[src/rtl/mem_access_unit.sv]
// mem_access_unit: single-outstanding load/store requester for a byte-addressed
// SRAM. A request is latched on accept and drives the SRAM for one ACCESS
// cycle. The extended load data (or the error flag) is then registered and held
// in RESP until the consumer takes it.

// One SRAM byte lane: decides whether this lane is covered by the access size
// and steers the matching byte of store data onto it.
module mem_access_lane #(
  parameter int LANE = 0
) (
  input  logic [1:0] i_size,
  input  logic       i_wr,
  input  logic [7:0] i_wbyte,
  output logic       o_we,
  output logic [7:0] o_wbyte
);
  logic w_cov;

  // lane coverage: byte -> lane 0, half -> lanes 0..1, word -> all, 11 -> none
  always_comb begin
    case (i_size)
      2'b00:   w_cov = (LANE == 0);
      2'b01:   w_cov = (LANE < 2);
      2'b10:   w_cov = 1'b1;
      default: w_cov = 1'b0;
    endcase
  end

  assign o_we    = i_wr && w_cov;
  assign o_wbyte = w_cov ? i_wbyte : 8'h00;
endmodule

module mem_access_unit #(
  parameter int ADDR_W = 16
) (
  input  logic              clk,
  input  logic              rst_n,
  input  logic              req_valid,
  output logic              req_ready,
  input  logic              req_we,
  input  logic [1:0]        req_size,
  input  logic              req_unsigned,
  input  logic [ADDR_W-1:0] req_addr,
  input  logic [31:0]       req_wdata,
  output logic              rsp_valid,
  input  logic              rsp_ready,
  output logic [31:0]       rsp_rdata,
  output logic              rsp_err,
  output logic [3:0]        mem_w_en,
  output logic [ADDR_W-1:0] mem_address,
  output logic [31:0]       mem_write_data,
  input  logic [31:0]       mem_read_data
);
  localparam int NUM_LANES = 4;

  typedef struct packed {
    logic              we;
    logic [1:0]        size;
    logic              uns;
    logic [ADDR_W-1:0] addr;
    logic [31:0]       wdata;
  } req_t;

  typedef enum logic [1:0] {S_IDLE, S_ACCESS, S_RESP} state_t;

  state_t                          r_state;
  state_t                          w_next;
  req_t                            r_req;
  logic [31:0]                     r_rsp_rdata;
  logic                            r_rsp_err;
  logic                            w_accept;
  logic                            w_access;
  logic                            w_store;
  logic                            w_err;
  logic [2:0]                      w_span;
  logic [ADDR_W:0]                 w_end;
  logic [31:0]                     w_load;
  logic [NUM_LANES-1:0][7:0]       w_wdata;

  // state register
  always_ff @(posedge clk or negedge rst_n) begin
    if (!rst_n) r_state <= S_IDLE;
    else        r_state <= w_next;
  end

  // next state: ACCESS is always a single cycle; RESP may chain directly into
  // the next ACCESS when a new request is accepted on the retiring edge
  always_comb begin
    w_next = r_state;
    case (r_state)
      S_IDLE:   if (w_accept) w_next = S_ACCESS;
      S_ACCESS: w_next = S_RESP;
      S_RESP:   if (rsp_ready) w_next = w_accept ? S_ACCESS : S_IDLE;
      default:  w_next = S_IDLE;
    endcase
  end

  // FSM outputs; req_ready is gated by rst_n so it drops as soon as reset asserts
  always_comb begin
    req_ready = rst_n && (r_state == S_IDLE || (r_state == S_RESP && rsp_ready));
    rsp_valid = (r_state == S_RESP);
    w_access  = (r_state == S_ACCESS);
  end

  assign w_accept = req_valid && req_ready;

  // request registers load on accept and keep driving the SRAM afterwards
  always_ff @(posedge clk or negedge rst_n) begin
    if (!rst_n)        r_req <= '0;
    else if (w_accept) r_req <= '{req_we, req_size, req_unsigned, req_addr, req_wdata};
  end

  // last byte touched = addr + nbytes - 1; one extra bit catches the wrap
  always_comb begin
    case (r_req.size)
      2'b00:   w_span = 3'd0;
      2'b01:   w_span = 3'd1;
      default: w_span = 3'd3;
    endcase
  end

  assign w_end   = {1'b0, r_req.addr} + {{(ADDR_W-2){1'b0}}, w_span};
  assign w_err   = (r_req.size == 2'b11) || w_end[ADDR_W];
  assign w_store = w_access && r_req.we && !w_err;

  for (genvar g = 0; g < NUM_LANES; g++) begin : g_lane
    mem_access_lane #(.LANE(g)) u_lane (
      .i_size  (r_req.size),
      .i_wr    (w_store),
      .i_wbyte (r_req.wdata[8*g +: 8]),
      .o_we    (mem_w_en[g]),
      .o_wbyte (w_wdata[g])
    );
  end

  assign mem_address    = r_req.addr;
  assign mem_write_data = w_wdata;

  // load extension; stores and errored requests return zero
  always_comb begin
    w_load = 32'h0;
    if (!r_req.we && !w_err) begin
      case (r_req.size)
        2'b00:   w_load = {{24{mem_read_data[7]  && !r_req.uns}}, mem_read_data[7:0]};
        2'b01:   w_load = {{16{mem_read_data[15] && !r_req.uns}}, mem_read_data[15:0]};
        default: w_load = mem_read_data;
      endcase
    end
  end

  // response registers capture on the closing edge of ACCESS, held through RESP
  always_ff @(posedge clk or negedge rst_n) begin
    if (!rst_n) begin
      r_rsp_rdata <= 32'h0;
      r_rsp_err   <= 1'b0;
    end else if (w_access) begin
      r_rsp_rdata <= w_load;
      r_rsp_err   <= w_err;
    end
  end

  assign rsp_rdata = r_rsp_rdata;
  assign rsp_err   = r_rsp_err;
endmodule

[config.mk]
export PLATFORM = sky130hd
export DESIGN_NAME = mem_access_unit
export DESIGN_NICKNAME = d
export VERILOG_FILES = /design/src/rtl/mem_access_unit.sv
export SDC_FILE = /design/constraint.sdc
export NUM_CORES = 1
export LEC_CHECK = 0
export CAP_MARGIN = 20
export CORE_ASPECT_RATIO = 0.6
export CORE_UTILIZATION = 42
export DETAILED_ROUTE_END_ITERATION = 10
export PLACE_DENSITY = 0.91
export SLEW_MARGIN = 10
export SYNTH_ARGS = -nofsm -noshare
export SYNTH_HDL_FRONTEND = slang
export SYNTH_SLANG_ARGS = --single-unit
[constraint.sdc]
create_clock -name clk -period 3.52 [get_ports clk]
set_input_delay 0.704 -clock clk [delete_from_list [all_inputs] [get_ports clk]]
set_output_delay 0.704 -clock clk [all_outputs]
set_load 0.02 [all_outputs]
==> Yosys cells after proc, flatten, opt, wreduce, memory -nomap -nowiden <==
Index checks and enable logic that the tools add are counted.
{ "word_totals": {"reg_bits": 87, "input_bits": 88, "output_inout_bits": 87, "wordCells": 51} }
{ "op_classes": {"n_addsub": 1, "n_eq_ne": 7, "muxes": 14, "n_reduce_logical": 21} }
{ "ops": {"columns": ["operator", "n"], "rows": [
  ["case mux 32 bit (2 select lines)", 1],
  ["2-to-1 mux 32 bit", 1],
  ["2-to-1 mux 8 bit", 4],
  ["adder 16 x 3 -> 17 bit", 1],
  ["logical AND 1 bit", 11],
  ["equality test 2 bit, second input constant", 3],
  ["case mux 2 bit (3 select lines)", 1],
  ["equality test 2 x 1 -> 1 bit, second input constant", 2],
  ["logical NOT 2 bit", 2],
  ["2-to-1 mux 1 bit", 4],
  ["2-to-1 mux 2 bit", 2],
  ["case mux 2 bit (2 select lines)", 1],
  ["logical NOT 1 bit", 3],
  ["OR reduction 3 bit", 1],
  ["logical OR 1 bit", 2],
  ["inequality test 2 x 1 -> 1 bit, second input constant", 1],
  ["inequality test 2 bit, second input constant", 1],
  ["AND reduction 2 bit", 1],
  ["OR reduction 2 bit", 1]
]} }

==> Longest topological paths before layout <==
{ "depth": {"depth_word": 8, "mapped_depth": 11, "ltp_nobuf": 8} }

==> Modules after synthesis <==
Synthesis repeated with hierarchy kept, for this count alone.
{ "hier_totals": {"hier_cells": 302, "hier_area_um2": 3946.3} }
{ "by_module_without_submodules": {"columns": ["mod", "n_inst", "cells_per_inst", "area_each_um2", "seq_area_each_um2"], "rows": [
  ["mem_access_unit", 1, 265, 3648.5, 2177.1],
  ["mem_access_lane at g_lane[2].u_lane ...", 2, 9, 78.8, 0.0],
  ["mem_access_lane at g_lane[1].u_lane", 1, 10, 72.6, 0.0],
  ["mem_access_lane at g_lane[0].u_lane", 1, 9, 67.6, 0.0]
]} }

==> Least setup slack after synthesis <==
No wires, ideal clock.
{ "synth_timing": {"path_kind": "reg2out", "startpoint": "register r_req[49] in the netlist's numbering", "endpoint": "output mem_w_en[2]", "arrival_time_ns": 2.548, "t_required_ns": 2.816, "slack_ns": 0.268, "stages_incl_launch_ff": 12, "path_buffers": 3, "cell_sequence": "dfrtp_1 inv_1 ha_1 or2_2 clkbuf_1 clkbuf_1 inv_1 ha_1 a31oi_1 or2_1 and4_1 buf_4"} }
{ "synth_via": {"elab_chain_len": 7, "word_cells_on_any_way": 11, "classes_between": "add/sub: 1; eq/ne: 3; mux: 2; reduce/logical: 5"} }
{ "synth_rtl": {"columns": ["item", "line", "text"], "rows": [
  ["start: declaration", "68", "req_t r_req;"],
  ["start signal: assignment", "110", "else if (w_accept) r_req <= '{req_we, req_size, req_unsigned, req_addr, req_wdata};"],
  ["equality test 2 x 1 -> 1 bit / logical NOT 2 bit (equally long branches)", "115", "case (r_req.size)"],
  ["case mux 2 bit (2 select lines)", "115", null],
  ["adder 16 x 3 -> 17 bit", "122", "assign w_end = {1'b0, r_req.addr} + {{(ADDR_W-2){1'b0}}, w_span};"],
  ["logical OR 1 bit", "123", "assign w_err = (r_req.size == 2'b11) || w_end[ADDR_W];"],
  ["logical NOT 1 bit", "124", "assign w_store = w_access && r_req.we && !w_err;"],
  ["logical AND 1 bit", "124", null],
  ["logical AND 1 bit (*)", "29", "assign o_we = i_wr && w_cov;"],
  ["end: declaration", "49", "output logic [3:0] mem_w_en,"]
]} }
Mark *: on every way between the ends. The rest lies on a longest branch, timed or not.

==> Worst setup path after layout <==
{ "layout_timing": {"startpoint": "register r_req[49] in the netlist's numbering", "endpoint": "output mem_w_en[3]"} }
The elaborated chain is that of the path after synthesis.

==> qor.yml <==
synth:
  synthTopCellsByArea: "dfrtp_1, mux2_2, and2_1"
  synth_top_cell_by_area: "dfrtp_1"
  syn_area_sq_um: 3900
  synth_top_cell_area_share_pct: 55.8
  yosys_warnings: 0
  synth_nets: 420
  syn_inst: 326
  synth.avg_cell_area_sq_um: 12.0
  ys_ff_latch: 87
  seq_area_frac_synth_pct: 55.8
  synth_cell_types: 31
die:
  num_io_pins: 175
  row_count: 26
  initial_utilization_pct: 44.6
  die-area_sq_um: 9690
  die_w_um: 126
  core_sq_um: 8750
  die_y_um: 76.6
timing:
  slew_viol_final: 0
  max_clock_freq_ghz: 0.306
  slew_headroom_pct: 59.2
  whs_ns: 0.377
  finClkSkew_ns: 0.00552
  rsz0062_at_grt: "no"
  period_needed_ns: 3.27
  fin_ws_ns: 0.253
  fin_setup_tns_ns: 0
  fin_crit_sh_pct: 92.8
  finalSetupViolations: 0
  tightest_slew_ns: 0.609
  final-hold-violation-count: 0
routing:
  vias: 2998
  postRouteAntennaNets: 0
  wirelength_um: 9890
  drt_iter0_markers: 99
  avgRoutedWirePerCell_um: 16.5
  drcViolationCount: 0
  drtPass1Iterations: 4
  viasPerCell: 5.00
power_and_ir_drop:
  powerDensity_nw_per_um2: 644
  ir_drop_mv: 0.348
  power.leakage_nw: 2.55
finish:
  stdcell_area_sq_um: 5940
  syn_to_final_growth_pct: 52.3
  fin_util_pct: 67.9
  diodes: 0
  fin_nets: 577
  drive_above_1_share_pct: 18.6
  fill_cells: 618
status:
  outcome: "complete, no violations"
setup_path:
  r2r_slack_ns: 1.23
  crit_type: "reg -> out"
  cp-start-kind: "flop"
  endpoint_kind: "primary output"
  max_stage_delay_ns: 0.39
  cp.required_ns: 2.82
  cp_top_family: "simple AND/OR/NAND/NOR gates"
  worstPathCellList: "inv_1, ha_1, or2_2, inv_1, ha_1, a31oi_1, or2_1, and4_1, dlygate4sd2_1"
  critPathMaxFanout: 4
  cp_slowest_cell: "dfrtp_1"
  cp.arrival_ns: 2.56
  critical_path_buf_inv_count: 3
clock_network:
  clockBufferDepth: 2
  cts-buffers-inserted: 9
  holdBufCountCts: 0
  clk_pin_slew_ns: 0.06
  cts_setup_buffers: 0
  cts-htree-levels: 3
  clock-sinks: 87
  clkLatencyLatePin_ns: 0.33
  cts_root_buffer: "clkbuf_16"
  cts_tree: "built"
placed_design:
  port_buffers: 174
  pre_cts_slack_ns: 0.294
  dp_hpwl_um: 7340
  routabilityCongestion: 0.793
  placed_cell_area_sq_um: 5620
min_path:
  hold_path.class: "in -> async"
global_route:
  antenna_found_initial: 0
  overflow: 0
  grt_max_degree: 88
  grt_pass1_wl_um: 15700
  grt_pass1_vias: 3076
  track_usage_pct: 21.2
run:
  drv_cap: 0
## area by class of cell
| type | count | area [sq um] | area share, % |
|---|---|---|---|
| Sequential cell | 87 | 2180 | 36.7 |
| Multi-Input combinational cell | 199 | 1490 | 25.0 |
| Timing Repair Buffer | 180 | 1810 | 30.5 |
| Inverter | 6 | 22.5 | 0.379 |
| Clock inverter | 5 | 57.6 | 0.969 |
| Clock buffer | 11 | 243 | 4.09 |
| Tap cell | 112 | 140 | 2.36 |
## registers in the layout, indices dropped and copies added (netlist names)
register     cells
rsp_err          1
mem_address     16
rsp_rdata       32
r_state          2
r_req           36
## report_power, final
part | total, W | switching [W] | internal [W]
combinational | 0.00148 | 0.000719 | 0.000762
clock | 0.000943 | 0.000375 | 0.000568
sequential | 0.00140 | 0.000149 | 0.00125
## metrics by stage
| stage | instances | total power, W |
|---|---|---|
| detailed placement | 583 | 0.00291 |
| finish | 600 | 0.00383 |
| floorplan | 326 | 0.00220 |
| global placement | 583 | 0.00286 |
| CTS | 599 | 0.00387 |
| global route | 600 | 0.00402 |
## cell usage after synthesis (all sizes together)
cell type and instances:
buf 27, nand2b 3, clkbuf 7, nand2 27
nor2 18, a21oi 9, inv 6, and2 24
or2 2, and3 1, mux2 52, a31oi 1
o211ai 1, o21ai 27, o21a 1, nor3 1
a22o 8, a22oi 1, nand4 3, and4 2
ha 6, nor2b 10, nor3b 1, dfrtp 87
or4 1
## final timing paths
check,start,endpoint,cells past startpoint
setup / recovery,r_req[49],mem_w_en[3],9
hold / removal,rst_n,rsp_rdata[22],2
setup reg to reg,r_req[49],rsp_rdata[17],9
hold reg to reg,rsp_rdata[16],rsp_rdata[16],2
max in group asynchronous,rst_n,r_req[2],3
min in group clk,rsp_rdata[16],rsp_rdata[16],2
## logic make-up after synthesis
kind of cell,synth area share (%)
AOI/OAI and AO/OA,8.57
adders and majority gates,1.92
buffers and inverters,6.13
DFF,55.8
muxes,15.0
and+or+nand+nor,12.5
## metal layers
metal,share of wire (%),GRT usage (%)
met1,43,26.5
met2,46,33.5
met3,11,9.83
met4,0.56,4.70
met5,0,0
## cells in the final DEF, fill, tap and decap left out, types with 2 or more instances in the layout
cell type / synthesis / final
nor2_1: 18 / 18
o21ai_1: 6 / 6
o21ai_0: 10 / 10
and2_1: 24 / 24
o21ai_2: 11 / 11
dlygate4sd2_1: 0 / 4
dfrtp_1: 87 / 87
nor2b_1: 10 / 10
and4_1: 2 / 2
inv_1: 6 / 6
nand4_1: 3 / 3
clkinvlp_4: 0 / 3
clkbuf_16: 0 / 9
buf_4: 20 / 5
mux2_2: 52 / 52
nand2_1: 27 / 26
a21oi_1: 9 / 9
ha_1: 6 / 6
a22o_1: 8 / 8
nand2b_1: 3 / 3
clkdlybuf4s50_1: 0 / 169
## timing repair
item | 4_1_cts | 5_1_grt
hold endpoints to repair | 0 | 0
gates resized for setup | 4 | 0
endpoints found under the setup margin | 4 | 0
## worst reg2reg max path, delay by kind of cell, from the launching register on
kind	cells	cell delay, ns
AO/OA/AOI/OAI	3	0.80
AND/OR/NAND/NOR	1	0.29
buffers and inverters	3	0.31
adder cells (fa/ha/maj)	2	0.35
flip-flops	1	0.39
Note: power is estimated with default switching activity, not from simulation.
